**src/rtl/friet_sequencer_pkg.sv**
```systemverilog
// -----------------------------------------------------------------------------
// friet_sequencer_pkg
// Shared constants and types for the Friet permutation sequencer: state
// geometry (twelve 32-bit words), round count, FSM encoding and the widths of
// the word counter and round index.
// -----------------------------------------------------------------------------
package friet_sequencer_pkg;

  localparam int STATE_WORDS = 12;
  localparam int WORD_WIDTH  = 32;
  localparam int NUM_ROUNDS  = 24;

  localparam int WORD_CNT_W  = 4;
  localparam int ROUND_IDX_W = 5;

  // Word-counter compare points, pre-sized so compares stay width-exact.
  localparam logic [WORD_CNT_W-1:0] WORDS_FULL = WORD_CNT_W'(STATE_WORDS);
  localparam logic [WORD_CNT_W-1:0] LAST_WORD  = WORD_CNT_W'(STATE_WORDS - 1);

  typedef enum logic [1:0] {
    ST_IDLE,
    ST_RUN,
    ST_CHECK,
    ST_UNLOAD
  } state_t;

endpackage

```
**src/rtl/friet_round_scheduler.sv**
```systemverilog
// -----------------------------------------------------------------------------
// friet_round_scheduler
// Counts round groups during RUN and produces the first-round index of the
// current group plus a flag marking the final group.
//
// Ports:
//   aclk, aresetn  clock, asynchronous active-low reset
//   clear          return the group counter to 0 (wins over advance)
//   advance        step to the next group (wraps to 0 after the last one)
//   round_index    round_cnt * COMBINATIONAL_ROUNDS
//   last_group     high while the counter sits on the final group
// -----------------------------------------------------------------------------
module friet_round_scheduler #(
  parameter int COMBINATIONAL_ROUNDS = 3,
  parameter int NUM_ROUNDS           = 24
) (
  input  logic       aclk,
  input  logic       aresetn,
  input  logic       clear,
  input  logic       advance,
  output logic [4:0] round_index,
  output logic       last_group
);

  localparam int IDX_W  = friet_sequencer_pkg::ROUND_IDX_W;
  localparam int GROUPS = NUM_ROUNDS / COMBINATIONAL_ROUNDS;

  logic [IDX_W-1:0] round_cnt;

  always_ff @(posedge aclk or negedge aresetn) begin
    if (!aresetn) begin
      round_cnt <= '0;
    end else if (clear) begin
      round_cnt <= '0;
    end else if (advance) begin
      round_cnt <= last_group ? '0 : round_cnt + 1'b1;
    end
  end

  assign last_group  = (round_cnt == IDX_W'(GROUPS - 1));
  assign round_index = IDX_W'(int'(round_cnt) * COMBINATIONAL_ROUNDS);

endmodule

```
**src/rtl/friet_permutation_sequencer.sv**
```systemverilog
// -----------------------------------------------------------------------------
// friet_permutation_sequencer
// Core-side controller for the protected Friet permutation datapath. Loads the
// 384-bit state as twelve 32-bit words, runs NUM_ROUNDS/COMBINATIONAL_ROUNDS
// round-group cycles, folds the datapath fault flags into a sticky register
// and unloads the result word by word.
//
// Ports:
//   aclk, aresetn            clock, asynchronous active-low reset
//   din/din_valid/din_ready  state load, least significant word first
//   start, abort             single-cycle requests (abort has priority)
//   dout/dout_valid/dout_ready  result unload, least significant word first
//   busy, done, start_error, fault_detected  status
//   dp_*                     datapath control and observation
//
// Build option: define FRIET_FAULT_ZEROIZE_EN to clear the datapath and force
// dout to zero for the whole unload whenever the run saw a fault.
// -----------------------------------------------------------------------------
module friet_permutation_sequencer #(
  parameter int COMBINATIONAL_ROUNDS = 3,
  parameter int NUM_ROUNDS           = friet_sequencer_pkg::NUM_ROUNDS
) (
  input  logic        aclk,
  input  logic        aresetn,
  input  logic [31:0] din,
  input  logic        din_valid,
  output logic        din_ready,
  input  logic        start,
  input  logic        abort,
  output logic [31:0] dout,
  output logic        dout_valid,
  input  logic        dout_ready,
  output logic        busy,
  output logic        done,
  output logic        start_error,
  output logic        fault_detected,
  output logic [31:0] dp_din,
  output logic        dp_load_word,
  input  logic [31:0] dp_dout,
  output logic        dp_shift_out,
  output logic        dp_round_en,
  output logic [4:0]  dp_round_index,
  input  logic        dp_fault,
  output logic        dp_clear
);

  import friet_sequencer_pkg::*;

  if (COMBINATIONAL_ROUNDS < 1 || COMBINATIONAL_ROUNDS > 24 ||
      (24 % COMBINATIONAL_ROUNDS) != 0 ||
      (NUM_ROUNDS % COMBINATIONAL_ROUNDS) != 0) begin : g_bad_cfg
    $error("COMBINATIONAL_ROUNDS must divide 24 and NUM_ROUNDS");
  end

  state_t                state_q, state_d;
  logic [WORD_CNT_W-1:0] word_cnt;
  logic                  fault_q;
  logic                  last_group;
  logic                  start_ok;
  logic                  sched_clear;

  // Accepted start: only from IDLE with a full state, and never alongside abort.
  assign start_ok    = (state_q == ST_IDLE) && start && (word_cnt == WORDS_FULL) && !abort;
  // Group counter sits at 0 outside RUN, so every run begins at round 0.
  assign sched_clear = abort || (state_q != ST_RUN);

  friet_round_scheduler #(
    .COMBINATIONAL_ROUNDS (COMBINATIONAL_ROUNDS),
    .NUM_ROUNDS           (NUM_ROUNDS)
  ) u_round_scheduler (
    .aclk        (aclk),
    .aresetn     (aresetn),
    .clear       (sched_clear),
    .advance     (state_q == ST_RUN),
    .round_index (dp_round_index),
    .last_group  (last_group)
  );

  // ---------------------------------------------------------------------------
  // State register
  // ---------------------------------------------------------------------------
  // NOTE: clocked state uses non-blocking assignments so every register samples
  // pre-edge values regardless of process evaluation order.
  always_ff @(posedge aclk or negedge aresetn) begin
    if (!aresetn) state_q <= ST_IDLE;
    else          state_q <= state_d;
  end

  // ---------------------------------------------------------------------------
  // Next-state logic
  // ---------------------------------------------------------------------------
  // NOTE: the default assignment up front keeps every path driven, so no latch
  // is inferred when a branch leaves state_d alone.
  always_comb begin
    state_d = state_q;
    case (state_q)
      ST_IDLE:   if (start_ok)   state_d = ST_RUN;
      ST_RUN:    if (last_group) state_d = ST_CHECK;
      ST_CHECK:                  state_d = ST_UNLOAD;
      ST_UNLOAD: if (dp_shift_out && word_cnt == LAST_WORD) state_d = ST_IDLE;
      default:                   state_d = ST_IDLE;
    endcase
    if (abort) state_d = ST_IDLE;
  end

  // ---------------------------------------------------------------------------
  // Output logic
  // ---------------------------------------------------------------------------
  always_comb begin
    din_ready   = 1'b0;
    dout_valid  = 1'b0;
    busy        = 1'b0;
    done        = 1'b0;
    dp_round_en = 1'b0;
    case (state_q)
      ST_IDLE:   din_ready = (word_cnt < WORDS_FULL);
      ST_RUN:    begin busy = 1'b1; dp_round_en = 1'b1; end
      ST_CHECK:  begin busy = 1'b1; done = 1'b1; end
      ST_UNLOAD: dout_valid = 1'b1;
      default:   ;
    endcase
    // Handshakes colliding with abort are dropped; abort restarts the load.
    dp_load_word = din_valid && din_ready && !abort;
    dp_shift_out = dout_valid && dout_ready && !abort;
    dp_din       = dp_load_word ? din : {WORD_WIDTH{1'b0}};
`ifdef FRIET_FAULT_ZEROIZE_EN
    // fault_detected was loaded on leaving CHECK, so it describes this run.
    dout         = (dout_valid && !fault_detected) ? dp_dout : {WORD_WIDTH{1'b0}};
`else
    dout         = dout_valid ? dp_dout : {WORD_WIDTH{1'b0}};
`endif
  end

  // ---------------------------------------------------------------------------
  // Word counter, fault tracking and registered pulses
  // ---------------------------------------------------------------------------
  always_ff @(posedge aclk or negedge aresetn) begin
    if (!aresetn) begin
      word_cnt       <= '0;
      fault_q        <= 1'b0;
      fault_detected <= 1'b0;
      start_error    <= 1'b0;
      dp_clear       <= 1'b0;
    end else begin
      start_error <= 1'b0;
      dp_clear    <= 1'b0;
      if (abort) begin
        // Fault history survives an abort; only the load progress is dropped.
        word_cnt <= '0;
        dp_clear <= 1'b1;
      end else begin
        case (state_q)
          ST_IDLE: begin
            if (dp_load_word) word_cnt <= word_cnt + 1'b1;
            if (start_ok) begin
              fault_q        <= 1'b0;
              fault_detected <= 1'b0;
            end else if (start) begin
              start_error <= 1'b1;
            end
          end
          ST_RUN: begin
            fault_q <= fault_q | dp_fault;
`ifdef FRIET_FAULT_ZEROIZE_EN
            // Registered here so the clear lands in the CHECK cycle.
            if (last_group && (fault_q || dp_fault)) dp_clear <= 1'b1;
`endif
          end
          ST_CHECK: begin
            fault_detected <= fault_q;
            word_cnt       <= '0;
          end
          ST_UNLOAD: begin
            if (dp_shift_out) word_cnt <= (word_cnt == LAST_WORD) ? '0 : word_cnt + 1'b1;
          end
          default: ;
        endcase
      end
    end
  end

endmodule

```
**config.mk**
```make
export PLATFORM = sky130hd
export DESIGN_NAME = friet_permutation_sequencer
export DESIGN_NICKNAME = d
export VERILOG_FILES = /design/src/rtl/friet_sequencer_pkg.sv /design/src/rtl/friet_round_scheduler.sv /design/src/rtl/friet_permutation_sequencer.sv
export SDC_FILE = /design/constraint.sdc
export NUM_CORES = 1
export LEC_CHECK = 0
export BUFFER_PORTS_ARGS = -buffer_cell sky130_fd_sc_hd__buf_4
export CAP_MARGIN = 20
export CORE_MARGIN = 2
export CORE_UTILIZATION = 38
export DETAILED_ROUTE_END_ITERATION = 6
export PLACE_DENSITY_LB_ADDON = 0.25
export SYNTH_ARGS = -nofsm -noshare
export SYNTH_HDL_FRONTEND = slang
export SYNTH_HIERARCHICAL = 1
export SYNTH_SLANG_ARGS = --single-unit
```
**constraint.sdc**
```tcl
create_clock -name aclk -period 2.7 [get_ports aclk]
set_input_delay 0.405 -clock aclk [delete_from_list [all_inputs] [get_ports aclk]]
set_output_delay 0.405 -clock aclk [all_outputs]
set_load 0.02 [all_outputs]
```
After elaboration in Yosys (flattened, before gate mapping):

Index checks and enable logic that the tools add are counted.

* $add $sub $neg: 2
* multipliers: 1
* divide/modulo/power cells: 0
* $lt $le $gt $ge: 1
* equality and inequality tests: 13
* shift-type cells: 0
* multiplexer cells: 28
* bitwise operators: 2
* reductions and logical operators: 20

Operator list (count)
* 32-bit 2-to-1 mux: 2
* 4-bit 2-to-1 mux: 4
* 5-bit 2-to-1 mux: 3
* 3-bit != test, second input constant: 5
* 4-bit one-hot mux with 3 select lines: 1
* 3-bit AND reduction: 4
* 1-bit 2-to-1 mux: 11
* 4-bit equality test, second input constant: 2
* 1-bit logical AND: 8
* 2-bit 2-to-1 mux: 4
* 2-bit one-hot mux with 4 select lines: 1
* 2-bit nonzero test: 3
* 5-bit by 1-bit adder with 5-bit output, second input constant: 1
* 5-bit by 3-bit equality test with 1-bit output, second input constant: 1
* 5-bit by 2-bit multiplier with 5-bit output, second input constant: 1
* 4-bit by 1-bit adder with 4-bit output, second input constant: 1
* 2-bit equality test, second input constant: 2
* 4-bit < comparator, second input constant: 1
* 1-bit one-hot mux with 2 select lines: 2
* 4-bit nonzero test: 1
* 2-bit by 1-bit equality test with 1-bit output, second input constant: 1
* 2-bit logical NOT: 1
* 2-bit by 1-bit != test with 1-bit output, second input constant: 1
* 2-bit != test, second input constant: 1
* 5 further kinds: 5

* register bits after elaboration: 15
* bits in latches: 0
* RAM bits: 0
* bits in read-only memories: 0
* input bits: 71
* memories kept: 0

Depth between registers and ports, before layout:

Gate-level depths: netlist of run 1.

* depth in word-level cells: 8
* gate-level depth with buffers: 8

By module:

The synthesis of run 1 kept the hierarchy.

By module, submodules not included
* friet_permutation_sequencer: times used 1, cells each 136, area an instance 1061.0 um^2, seq. area each 250.2 um^2
* friet_round_scheduler: times used 1, cells each 41, area an instance 381.6 um^2, seq. area each 125.1 um^2

Least setup slack after synthesis of run 1:

No wires, ideal clock.

* path kind: register to output
* start point: register state_q[0]
* end point: output port dp_din[22]
* arrival: 2.099 ns
* required time: 2.295 ns
* setup slack: 0.196 ns
* stages on the path, launching flop included: 7
* buffers on the path: 1
* cells stage by stage: dfrtp_1 inv_1 ha_1 a21boi_0 and3_1 buf_2 and2_1

* longest elaborated chain between the ends: 5

RTL lines
* start: declaration: RTL line friet_permutation_sequencer.sv:55 `state_t state_q, state_d;`
* start signal: assignment: RTL line friet_permutation_sequencer.sv:86 `else state_q <= state_d;`
* 2-bit logical NOT: RTL line friet_permutation_sequencer.sv:115 `case (state_q)`
* 1-bit 2-to-1 mux: RTL line friet_permutation_sequencer.sv:115
* via din_ready: RTL line friet_permutation_sequencer.sv:27 `output logic din_ready,`
* 1-bit logical AND (2 in a row): RTL line friet_permutation_sequencer.sv:123 `dp_load_word = din_valid && din_ready && !abort;`
* via dp_load_word: RTL line friet_permutation_sequencer.sv:38 `output logic dp_load_word,`
* 32-bit 2-to-1 mux: RTL line friet_permutation_sequencer.sv:125 `dp_din = dp_load_word ? din : {WORD_WIDTH{1'b0}};`
* end: declaration: RTL line friet_permutation_sequencer.sv:37 `output logic [31:0] dp_din,`

The timed path passes the listed nets, and every way through them passes these cells.

Worst setup path after layout of run 1:

* start point: register state_q[0]
* end point: output port dp_din[30]

* longest elaborated chain between the ends: 5

RTL lines (RTL line)
* 2-bit logical NOT: friet_permutation_sequencer.sv:115
* 1-bit 2-to-1 mux: friet_permutation_sequencer.sv:115
* 1-bit logical AND (2 in a row): friet_permutation_sequencer.sv:123
* 32-bit 2-to-1 mux: friet_permutation_sequencer.sv:125

Every way passes these cells.

==> flow_summary.toml, run 1 <==
[sta]
fin_crit_ps = 2490
max_slew_margin_pct = 67.4
setup_tns_ps = 0
rsz0062_at_grt = "false"
timing.hold.ws_ps = 5.30
fin_ws_ps = 212
drv_slew = 0
fin_skew_ps = 3.82
hold_viol = 0
worst_pin_slew_ps = 489
post-route-period-util_pct = 92.2
setup_viol = 0
max_freq_ghz = 0.402

[final_layout]
final_common_cell = "buf_4"
syn2layout_area_growth_pct = 83.3
layout_common_cells = "buf_4 (151), and2_1 (64), dfrtp_1 (15)"
fill_cells = 316
drive_above_1_share_pct = 49.5
nets = 406
antennaDiodeCount = 0
postLayoutCellArea_um2 = 2640

[detailed_routing]
via_per_inst = 4.61
drt-pass1-iter-count = 4
dr_total_vias = 1711
routedWlPerCell_um = 13.0
drt-initial-drc-count = 52
routed_wl_um = 4810
postRouteAntennaNets = 0
drc = 0

[setup_path]
cp_slowest_cell = "dfrtp_1"
crit_family = "buffers and inverters"
slowest_delay_ps = 440
crit_type = "reg2out"
path_cells = "inv_1 > ha_1 > a21boi_0 > and3_1 > buf_4 > and2_1 > buf_4"
cp_common_cell = "buf_4"
cp_num_buf_inv = 3
critPathLaunchType = "flip-flop"
cp_max_fo = 33
endpoint_kind = "primary output"
required_ps = 2300
critical_path_arrival_ps = 2080

[placement]
gp_congestion = 0.809
preCtsSetupSlack_ps = 520
io_buffer_count = 149
placed_cell_area_um2 = 2600
dp_hpwl_um = 4030

[global_route]
grt_start_max_net_pins = 35
antenna_found_initial = 0
grt_pass1_vias = 1607
grt_pass1_wl_um = 7400
track_usage_pct = 21.8
grt_overflow_total = 0

[floorplan]
design.core.area_um2 = 3660
ioPinCount = 150
start_util_pct = 39.4
dieArea_um2 = 4310
die_h_um = 65.6
fp-row-count = 22
die_w_um = 65.6

[cts]
clk_latency_ps = 250
path_clk_slew_ps = 70
clockBufferDepth = 2
cts_htree_levels = 1
hold_buffers = 0
cts.repair.resized = 0
cts_buffers = 3
postCtsSetupBuffers = 0
root_buffer = "clkbuf_8"
clock_sinks = 15
cts_tree = "built"

[synth]
yosysWarnings = 6
synth-edff-count = 0
netlist_area_um2 = 1440
synth_top_flop_cell = "dfrtp_1"
async_flop_share_pct = 100
ys_ff_latch = 15
ys_seq_area_share_pct = 26.0
synthesis.instances = 177
synth_cell_type_count = 43
synth_nets = 259
syn-mean-instance-area_um2 = 8.15

[worst_hold_path]
hp-class = "in2async"

[run]
maxCapViolations = 0

[power]
p_leak_nw = 1.44
power_mw = 0.795
ir_worst_vdd_mv = 0.213
power_density_nw_per_um2 = 301

[status]
status = "finished clean"
==> stage by stage <==
stage | utilization, % | cells
floorplan | - | 177
global placement | 71.0 | 367
detailed placement | 71.0 | 367
CTS | 72.2 | 371
global route | 72.2 | 371
finish | 72.2 | 371
==> cell usage after synthesis (all sizes together), types with 2 or more instances <==
cell | number | area share (%)
a311o | 2 | 1.4
o31ai | 2 | 1.0
and2 | 64 | 28
nand2b | 3 | 1.3
xnor2 | 3 | 1.8
a21boi | 2 | 1.0
buf | 2 | 0.87
nand2 | 7 | 1.8
nand3 | 3 | 1.0
nor3 | 2 | 0.69
nor2b | 2 | 0.87
ha | 11 | 9.5
nor2 | 3 | 0.78
a21oi | 8 | 3.0
nand3b | 4 | 2.1
inv | 12 | 3.1
xor2 | 2 | 1.2
clkbuf | 7 | 1.8
o21bai | 2 | 1.0
dfrtp | 15 | 26
and3 | 2 | 0.87
o21ai | 2 | 0.69
==> layer usage <==
layer | global-route usage, % | vias up | wire [um]
li1 | - | 878 | -
met1 | 25.9 | 786 | 1860
met2 | 40.9 | 45 | 2700
met3 | 3.94 | 2 | 229
met4 | 3.65 | 0 | 17
met5 | 0 | - | 0
==> cell families after synthesis <==
family                     count (synthesis)  synth area share [%]
AOI/OAI and AO/OA                         27                  13.4
muxes                                      1                 0.694
buffers and inverters                     21                  5.81
xor gates and xnor gates                   5                  3.04
adders and majority gates                 11                  9.54
and+or+nand+nor                           97                  41.5
DFF                                       15                  26.0
==> power breakdown <==
group	leakage (nW)	total (mW)	internal (mW)	switching [mW]
clock	0.0255	0.184	0.102	0.0817
combinational	1.21	0.342	0.177	0.165
sequential	0.203	0.269	0.248	0.0211
total	1.44	0.795	0.527	0.268
==> cell type report <==
type / count / area, um^2 / share of cell area (%)
clock buffer: 3 / 41.3 / 1.56
clock inverter: 1 / 5.00 / 0.189
inverter: 12 / 45.0 / 1.70
multi-input combinational: 141 / 983 / 37.2
sequential: 15 / 375 / 14.2
tap: 48 / 60.1 / 2.27
timing repair buffer: 151 / 1130 / 42.9
==> flip-flops by register name, indices dropped and copies added, names as in the netlist <==
signal,flops
word_cnt,4
u_round_scheduler/round_cnt,5
dp_clear,1
state_q,2
fault_q,1
start_error,1
fault_detected,1
==> final timing paths <==
| check | slack [ps] | endpoint | cells past startpoint | from |
|---|---|---|---|---|
| max | 210 | dp_din[30] | 7 | state_q[0] |
| min | 5 | fault_detected | 1 | aresetn |
| max reg2reg | 730 | state_q[1] | 7 | u_round_scheduler/round_cnt[0] |
| min reg2reg | 510 | word_cnt[1] | 2 | word_cnt[1] |
| max in group asynchronous | 2510 | word_cnt[2] | 1 | aresetn |
| min in group aclk | 340 | dp_clear | 1 | abort |
No activity file was read; power rests on OpenSTA's default activity.
==> run 2: changes to the inputs <==
--- a/config.mk
+++ b/config.mk
@@ -10,6 +10,7 @@
 export CORE_MARGIN = 2
 export CORE_UTILIZATION = 38
 export DETAILED_ROUTE_END_ITERATION = 6
+export HOLD_SLACK_MARGIN = 0.02
 export PLACE_DENSITY_LB_ADDON = 0.25
 export SYNTH_ARGS = -nofsm -noshare
 export SYNTH_HDL_FRONTEND = slang
==> flow_summary.toml, run 2 (synthesis results as in run 1) <==
[status]
status = "finished clean"

[final_layout]
drive_above_1_share_pct = 49.4
syn2layout_area_growth_pct = 84.0
final_common_cell = "buf_4"
antennaDiodeCount = 0
top_register = "u_round_scheduler/round_cnt"
largest_reg_flops = 5
nets = 407
register_area_um2 = 375
fill_cells = 315
top_regs = "u_round_scheduler/round_cnt (5), word_cnt (4), state_q (2)"
layout_common_cells = "buf_4 (151), and2_1 (64), dfrtp_1 (15)"
multi_input_area_um2 = 983
utilization_pct = 72.5

[cts]
cts_htree_levels = 1
clk_latency_ps = 250
cts_buffers = 3
postCtsSetupBuffers = 0
root_buffer = "clkbuf_8"
clock_sinks = 15
path_clk_slew_ps = 70
clockBufferDepth = 2
cts_tree = "built"

[setup_path]
required_ps = 2300
critPathLaunchType = "flip-flop"
endpoint_kind = "primary output"
critical_path_arrival_ps = 2080
worst-r2r-setup-slack_ps = 720
crit_type = "reg2out"
cp_max_fo = 33

[global_route]
grt_use_met1_pct = 25.9
grtUsageMet3_pct = 3.77
antenna_found_initial = 0
grt.busiest_layer = "met2"
met2_usage_pct = 41.1
grt_overflow_total = 0
track_usage_pct = 21.8
grt_pass1_wl_um = 7400
grt_start_max_net_pins = 35
grt_pass1_vias = 1614

[sta]
setup_tns_ps = 0
hold_viol = 0
max_freq_ghz = 0.402
worst_pin_slew_ps = 489
fin_crit_ps = 2490
rsz0062_at_grt = "false"
max_slew_margin_pct = 67.4
drv_slew = 0
setup_viol = 0
post-route-period-util_pct = 92.2
fin_skew_ps = 3.86

[detailed_routing]
drc = 0
drt-initial-drc-count = 52
routedWlPerCell_um = 12.9
drt-pass1-iter-count = 4
via_per_inst = 4.61
dr_total_vias = 1714
postRouteAntennaNets = 0
routed_wl_um = 4810

[floorplan]
dieArea_um2 = 4310
start_util_pct = 39.4
die_w_um = 65.6
design.core.area_um2 = 3660
die_h_um = 65.6
fp-row-count = 22
ioPinCount = 150

[placement]
io_buffer_count = 149
dp_hpwl_um = 4030
gp_congestion = 0.809

[power]
p_leak_nw = 1.44
power_density_nw_per_um2 = 300
ir_worst_vdd_mv = 0.213

[worst_hold_path]
hp-class = "in2reg"

[run]
maxCapViolations = 0
[run 2: worst paths after layout]
path | to | start | cells after the start
setup / recovery | dp_din[30] | state_q[0] | 7
hold / removal | dp_clear | abort | 1
setup reg to reg | state_q[1] | u_round_scheduler/round_cnt[0] | 7
hold reg to reg | word_cnt[1] | word_cnt[1] | 2
max in group asynchronous | word_cnt[2] | aresetn | 2
min in group asynchronous | fault_detected | aresetn | 2
[run 2: metrics by stage]
stage	power, mW	instances	hold slack, ps	area (um^2)	setup WS, ps
detailed placement	0.615	367	273	2600	520
finish	0.796	372	344	2650	212
CTS	0.800	372	346	2650	212
global route	0.843	372	351	2650	22.2
floorplan	0.442	177	109	1440	196
global placement	0.610	367	271	2600	579
[run 2: cell type report]
class | instances | area share [%]
repair buffers | 152 | 43.1
flip-flops and latches | 15 | 14.1
clock buffers | 3 | 1.56
well taps | 48 | 2.26
multi-input cells | 141 | 37.1
clock inverters | 1 | 0.189
inverters | 12 | 1.70
[run 2: where the power goes]
part	internal, mW	switching (mW)
Sequential	0.248	0.0211
Combinational	0.178	0.165
Clock	0.102	0.0818
Total	0.528	0.268
[run 2: worst max-delay path, stage by stage, from the launching register on]
cell and delay [ps]:
dfrtp_1 440, inv_1 120, ha_1 280, a21boi_0 260, and3_1 180, buf_4 250
and2_1 180, buf_4 140
[run 2: repair_timing]
action | in CTS | in global routing
gates resized for setup | 0 | 0
hold buffers | 1 | 0
endpoints found under the hold margin | 15 | 0
[run 2: routing by layer]
| metal | up-vias | share of wire, % |
|---|---|---|
| li1 | 880 | - |
| met1 | 787 | 39 |
| met2 | 45 | 56 |
| met3 | 2 | 4.7 |
| met4 | 0 | 0.35 |
| met5 | - | 0 |
